$ cat config.mk
export PLATFORM = sky130hd
export DESIGN_NAME = pipelined_mul_unit
export DESIGN_NICKNAME = d
export VERILOG_FILES = /design/src/rtl/mul_pkg.sv /design/src/rtl/pipe_stage_reg.sv /design/src/rtl/pipelined_mul_unit.sv
export SDC_FILE = /design/constraint.sdc
export NUM_CORES = 2
export LEC_CHECK = 0
export ABC_AREA = 1
export CAP_MARGIN = 20
export CORE_UTILIZATION = 40
export DETAILED_ROUTE_END_ITERATION = 8
export PLACE_DENSITY_LB_ADDON = 0.15
export REMOVE_ABC_BUFFERS = 1
export SLEW_MARGIN = 30
export SYNTH_ARGS = -nofsm -noshare
export SYNTH_HDL_FRONTEND = slang
export SYNTH_SLANG_ARGS = --single-unit
export TNS_END_PERCENT = 5
$ cat constraint.sdc
create_clock -name clk -period 8.1 [get_ports clk]
set_input_delay 1.62 -clock clk [delete_from_list [all_inputs] [get_ports clk]]
set_output_delay 1.62 -clock clk [all_outputs]
set_load 0.03 [all_outputs]
$ cat src/rtl/mul_pkg.sv
// Shared types and helpers for the pipelined RV32M multiplier.
package mul_pkg;

    localparam int unsigned MUL_OPERAND_W = 32;
    localparam int unsigned MUL_TAG_W     = 6;

    typedef enum logic [1:0] {
        MUL_OP_MUL    = 2'd0,
        MUL_OP_MULH   = 2'd1,
        MUL_OP_MULHSU = 2'd2,
        MUL_OP_MULHU  = 2'd3
    } mul_op_t;

    // Stage-0 payload layout at default widths: decoded op, extended operands, tag.
    typedef struct packed {
        mul_op_t                   op;
        logic [MUL_OPERAND_W:0]    a_ext;
        logic [MUL_OPERAND_W:0]    b_ext;
        logic [MUL_TAG_W-1:0]      tag;
    } mul_op_pl_t;

    // Product-stage payload layout at default widths: selected result half and tag.
    typedef struct packed {
        logic [MUL_OPERAND_W-1:0]  result;
        logic [MUL_TAG_W-1:0]      tag;
    } mul_res_pl_t;

    function automatic logic op_a_signed(input mul_op_t op);
        return op != MUL_OP_MULHU;
    endfunction

    function automatic logic op_b_signed(input mul_op_t op);
        return (op == MUL_OP_MUL) || (op == MUL_OP_MULH);
    endfunction

    function automatic logic op_low_half(input mul_op_t op);
        return op == MUL_OP_MUL;
    endfunction

endpackage

$ cat src/rtl/pipe_stage_reg.sv
// Generic valid + payload pipeline register with global stall and flush.
module pipe_stage_reg #(
    parameter int unsigned WIDTH = 1
) (
    input  logic             clk,
    input  logic             rst,
    input  logic             flush_i,
    input  logic             stall_i,
    input  logic             valid_i,
    input  logic [WIDTH-1:0] data_i,
    output logic             valid_o,
    output logic [WIDTH-1:0] data_o
);

    logic             valid_q;
    logic [WIDTH-1:0] data_q;

    // Valid bit: reset/flush win over stall so in-flight ops die at the next edge.
    always_ff @(posedge clk) begin
        if (rst || flush_i) begin
            valid_q <= 1'b0;
        end else if (!stall_i) begin
            valid_q <= valid_i;
        end
    end

    // Payload is only meaningful with valid, so it needs no reset.
    always_ff @(posedge clk) begin
        if (!stall_i) begin
            data_q <= data_i;
        end
    end

    assign valid_o = valid_q;
    assign data_o  = data_q;

endmodule

$ cat src/rtl/pipelined_mul_unit.sv
// Fixed-latency, fully pipelined RV32M multiplier (MUL/MULH/MULHSU/MULHU).
// Optional performance counters are enabled with `define MUL_PERF_CNT_EN.
module pipelined_mul_unit
    import mul_pkg::*;
#(
    parameter int unsigned OPERAND_WIDTH = 32,
    parameter int unsigned STAGES        = 3,
    parameter int unsigned TAG_WIDTH     = 6
) (
    input  logic                     clk,
    input  logic                     rst,
    input  logic                     in_valid,
    output logic                     in_ready,
    input  logic [1:0]               in_op,
    input  logic [OPERAND_WIDTH-1:0] in_a,
    input  logic [OPERAND_WIDTH-1:0] in_b,
    input  logic [TAG_WIDTH-1:0]     in_tag,
    input  logic                     flush,
    output logic                     out_valid,
    input  logic                     out_ready,
    output logic [OPERAND_WIDTH-1:0] out_result,
    output logic [TAG_WIDTH-1:0]     out_tag
`ifdef MUL_PERF_CNT_EN
    ,
    output logic [31:0]              perf_ops,
    output logic [31:0]              perf_stall
`endif
);

    localparam int unsigned W        = OPERAND_WIDTH;
    localparam int unsigned XW       = W + 1;
    localparam int unsigned WIDE     = 2 * W;
    localparam int unsigned OP_PL_W  = 2 + 2 * XW + TAG_WIDTH;
    localparam int unsigned RES_PL_W = W + TAG_WIDTH;
    localparam int unsigned NRES     = (STAGES == 1) ? 1 : STAGES - 1;

    logic                 stall_c;
    logic                 accept_c;
    mul_op_t              in_op_c;
    logic [XW-1:0]        in_a_ext_c;
    logic [XW-1:0]        in_b_ext_c;

    logic                 src_vld_c;
    mul_op_t              src_op_c;
    logic [XW-1:0]        src_a_c;
    logic [XW-1:0]        src_b_c;
    logic [TAG_WIDTH-1:0] src_tag_c;

    logic [WIDE-1:0]      a_wide_c;
    logic [WIDE-1:0]      b_wide_c;
    logic [WIDE-1:0]      prod_c;
    logic [W-1:0]         result_c;

    logic                 res_vld_q [NRES];
    logic [RES_PL_W-1:0]  res_pl_q  [NRES];

    assign stall_c  = res_vld_q[NRES-1] && !out_ready;
    assign in_ready = !stall_c;
    assign accept_c = in_valid && in_ready;

    // Decode op and extend operands by one bit according to signedness.
    always_comb begin
        in_op_c    = mul_op_t'(in_op);
        in_a_ext_c = {op_a_signed(in_op_c) & in_a[W-1], in_a};
        in_b_ext_c = {op_b_signed(in_op_c) & in_b[W-1], in_b};
    end

    if (STAGES == 1) begin : g_single
        // Single register: multiply straight from the decoded inputs.
        assign src_vld_c = accept_c;
        assign src_op_c  = in_op_c;
        assign src_a_c   = in_a_ext_c;
        assign src_b_c   = in_b_ext_c;
        assign src_tag_c = in_tag;
    end else begin : g_multi
        logic               op_vld_q;
        logic [OP_PL_W-1:0] op_pl_q;

        pipe_stage_reg #(.WIDTH(OP_PL_W)) u_stage0 (
            .clk     (clk),
            .rst     (rst),
            .flush_i (flush),
            .stall_i (stall_c),
            .valid_i (accept_c),
            .data_i  ({in_op, in_a_ext_c, in_b_ext_c, in_tag}),
            .valid_o (op_vld_q),
            .data_o  (op_pl_q)
        );

        assign src_vld_c = op_vld_q;
        assign src_op_c  = mul_op_t'(op_pl_q[OP_PL_W-1 -: 2]);
        assign src_a_c   = op_pl_q[TAG_WIDTH+XW +: XW];
        assign src_b_c   = op_pl_q[TAG_WIDTH +: XW];
        assign src_tag_c = op_pl_q[TAG_WIDTH-1:0];
    end

    // Signed product; only the low 2W bits are ever selected, so the
    // (W+1)x(W+1) product is formed modulo 2^(2W).
    always_comb begin
        a_wide_c = {{(WIDE-XW){src_a_c[XW-1]}}, src_a_c};
        b_wide_c = {{(WIDE-XW){src_b_c[XW-1]}}, src_b_c};
        prod_c   = a_wide_c * b_wide_c;
        result_c = op_low_half(src_op_c) ? prod_c[W-1:0] : prod_c[WIDE-1:W];
    end

    // Product-carrying registers; retiming is free to pull them into the multiplier.
    for (genvar k = 0; k < NRES; k++) begin : g_res
        logic                vld_d;
        logic [RES_PL_W-1:0] pl_d;

        if (k == 0) begin : g_first
            assign vld_d = src_vld_c;
            assign pl_d  = {result_c, src_tag_c};
        end else begin : g_next
            assign vld_d = res_vld_q[k-1];
            assign pl_d  = res_pl_q[k-1];
        end

        pipe_stage_reg #(.WIDTH(RES_PL_W)) u_stage (
            .clk     (clk),
            .rst     (rst),
            .flush_i (flush),
            .stall_i (stall_c),
            .valid_i (vld_d),
            .data_i  (pl_d),
            .valid_o (res_vld_q[k]),
            .data_o  (res_pl_q[k])
        );
    end

    assign out_valid  = res_vld_q[NRES-1];
    assign out_result = res_pl_q[NRES-1][RES_PL_W-1:TAG_WIDTH];
    assign out_tag    = res_pl_q[NRES-1][TAG_WIDTH-1:0];

`ifdef MUL_PERF_CNT_EN
    logic [31:0] perf_ops_q;
    logic [31:0] perf_stall_q;

    // Saturating event counters; survive flush, cleared only by reset.
    always_ff @(posedge clk) begin
        if (rst) begin
            perf_ops_q   <= 32'd0;
            perf_stall_q <= 32'd0;
        end else begin
            if (accept_c && !flush && (perf_ops_q != '1)) begin
                perf_ops_q <= perf_ops_q + 32'd1;
            end
            if (in_valid && !in_ready && (perf_stall_q != '1)) begin
                perf_stall_q <= perf_stall_q + 32'd1;
            end
        end
    end

    assign perf_ops   = perf_ops_q;
    assign perf_stall = perf_stall_q;
`endif

endmodule
==> summary.txt <==
Status
  • Status: finished, final reports clean

Synthesis
  • Count of cell types in the netlist: 41
  • Synthesized area per cell: 8.27 µm²
  • Sequential area share after synthesis: 0.0998
  • Post-synth top flop: edfxtp_1
  • Post-synthesis cell count: 5531
  • Top cells by area, synth: fa_1 49%, inv_1 15%, nand2_1 12%
  • Synthesized area: 0.0457 mm²
  • EDFF count, synth: 150
  • Area leader, netlist: fa_1
  • Post-synth ARST share: 0
  • Syn. warnings: 0
  • Area share of the largest cell type after synthesis: 0.492
  • #FFs+latches synth: 153

CTS
  • Post-CTS setup buffers: 0
  • Sink Count: 153
  • Root buffer selected by CTS: clkbuf_16
  • CTS resizes: 0
  • Cts-stage hold buffer count: 0
  • Inserted Clock Buffers: 17
  • CTS clock-pin slew for the worst setup and hold paths: 0.09 ns
  • CTS tree: done
  • Clk_lat worst skew: 0.53 ns
  • Maximum clock path buffer count: 2
  • CTS H-tree lvls: 4

Global routing
  • Largest net degree at the start of global routing: 54
  • Vias in the first global route: 36300
  • Initial antenna violation count: 3
  • Global-route wire length before repair: 210000 µm
  • Gr ovfl total: 0
  • Overall global routing resource usage: 0.240

Route
  • DRT Wirelength: 131000 µm
  • Via count: 33600
  • DR WL/cell: 18.4 µm
  • Drt drc: 0
  • First-pass DRT Iterations: 5
  • DRT iter0 DRCs: 2021
  • Post-route ant nets: 0
  • Vias per inst: 4.70

Setup path
  • Kind of start point of the critical path: flip-flop
  • Critical-path cell list: buf_4 > nand2_1 > inv_1 > fa_1 > fa_1 > inv_1 > fa_1 > inv_1 > fa_1 > inv_1 > fa_1 > inv_1 > fa_1 > fa_1 > inv_1 > fa_1 > inv_1 > ha_1 > a21oi_1 > o21ai_0 > a21oi_1 > nand3_2 > o21ai_0 > nand2_1
  • Worst EP arrival: 8.17 ns
  • Delay-heaviest family, CP: adder cells
  • CP peak stage delay: 0.76 ns
  • CP bufs+invs: 8
  • Critical Path Most Common Cell: fa_1
  • Max FO, Critical Path: 13
  • Worst path slowest cell: edfxtp_1
  • Crit path kind: reg -> reg
  • Crit. End Element: flip-flop
  • WP data required: 8.37 ns

STA
  • Clock skew: 0.0203 ns
  • Fin crit period: 7.91 ns
  • Fin crit share: 0.976
  • Slew margin rel.: 0.345
  • # setup viols final: 0
  • WHS: 0.410 ns
  • RSZ-0062 raised after global routing: yes
  • Setup TNS: 0 ns
  • Slew Limit Fails: 0
  • FMAX: 126 MHz
  • Worst-Margin Slew: 0.983 ns
  • Fin. Hold Viols: 0

Placed design
  • Routability cong.: 0.953
  • Post-detail-place hpwl: 113000 µm
  • Dpl cells: 7104
  • Placed Area: 0.0497 mm²
  • PortBufs: 116

Final layout
  • Final Instance Area: 0.0503 mm²
  • Layout area overhead: 10.1%
  • Most frequent cells in the layout: 1787 x inv_1, 1484 x nand2_1, 1123 x fa_1
  • Layout fillers: 11400
  • Final cell count without fillers: 7139
  • Share of layout cells above drive strength 1: 0.0600
  • Most common cell after layout, fill and taps aside: inv_1
  • Final nets: 7038

Floorplan
  • Initial core utilization: 0.405
  • Number of core rows: 123
  • Top-level I/O count: 117
  • Die W: 340 µm
  • Die Ht: 340 µm
  • Die ar.: 0.116 mm²
  • Placeable core area: 0.113 mm²

Hold path
  • Hold Path Class: reg -> reg

Flow run
  • MaxCap Viol Count: 0
layout make-up:
cell class	instances	area, µm²	share of cell area
multi-input combinational	3320	33500	0.664
inverter	1790	6730	0.134
sequential	153	4560	0.0907
timing repair buffer	342	3120	0.0619
tap	1500	1880	0.0373
clock buffer	17	425	0.00845
clock inverter	15	176	0.00350
antenna	2	5.00	0.0000994
registers in the layout, summed over array words and instances, names as in the netlist:
| name | flops |
|---|---|
| g_res.u_stage.data_o | 76 |
| g_multi.u_stage0.data_o | 74 |
| g_res.u_stage.valid_o | 2 |
| g_multi.u_stage0.valid_o | 1 |
metal layers:
layer	vias to the layer above	global-route usage	share of wire
met1	17200	0.324	0.44
met4	0	0.0571	0.020
met2	770	0.408	0.49
met3	109	0.0321	0.052
li1	15500	-	-
met5	-	0	0
stage by stage:
step	utilization	setup slack (ns)
floorplan	-	0.660
global placement	0.440	0.271
detailed placement	0.440	0.288
CTS	0.445	0.251
global route	0.446	-0.0261
finish	0.446	0.195
cells by family (layout without fill, tap and decap cells):
family                   after synthesis  count (layout)  synth area share
AO/OA/AOI/OAI                        173             173            0.0211
XOR/XNOR                              17              17           0.00326
adder cells (fa/ha/maj)             1337            1337             0.550
buffers and inverters               2058            2164             0.169
flip-flops                           153             153            0.0998
other                                  0               2                 0
AND/OR/NAND/NOR                     1793            1793             0.156
worst reg2reg max path, stage by stage, from the launching register on:
cell	delay [ns]
edfxtp_1	0.76
buf_4	0.37
nand2_1	0.09
inv_1	0.06
fa_1	0.44
fa_1	0.55
inv_1	0.05
fa_1	0.47
inv_1	0.06
fa_1	0.52
inv_1	0.07
fa_1	0.55
inv_1	0.06
fa_1	0.47
fa_1	0.51
inv_1	0.05
fa_1	0.51
inv_1	0.06
ha_1	0.40
a21oi_1	0.25
o21ai_0	0.14
a21oi_1	0.37
nand3_2	0.26
o21ai_0	0.50
nand2_1	0.10
cell usage after synthesis, types with 2 or more instances:
cell	number
a21o_1	2
a21oi_1	82
a21oi_2	8
buf_1	2
buf_2	5
clkbuf_1	261
dfxtp_1	3
edfxtp_1	150
fa_1	1125
ha_1	212
inv_1	1788
inv_2	2
nand2_1	1484
nand2_2	12
nand3_1	86
nand3_2	9
nand3b_1	6
nand4_1	19
nor2_1	126
nor2_2	24
nor2_4	3
nor3_1	7
nor4_1	2
o21ai_0	47
o21ai_1	12
o21ai_2	2
o21bai_1	15
or2_2	9
xnor2_1	3
xor2_1	14
final timing paths:
check,slack [ns],from,cells past startpoint,end
worst max-delay path,0.19,g_multi.u_stage0.data_o[21],24,g_res[0].u_stage.data_o[34]
worst min-delay path,0.41,g_res[0].u_stage.data_o[19],0,g_res[1].u_stage.data_o[19]
worst max register to register,0.19,g_multi.u_stage0.data_o[21],24,g_res[0].u_stage.data_o[34]
worst min register to register,0.41,g_res[0].u_stage.data_o[19],0,g_res[1].u_stage.data_o[19]
Power is not shown: default switching activity piles up to over one toggle a cycle in this logic, so the estimate is an artifact.
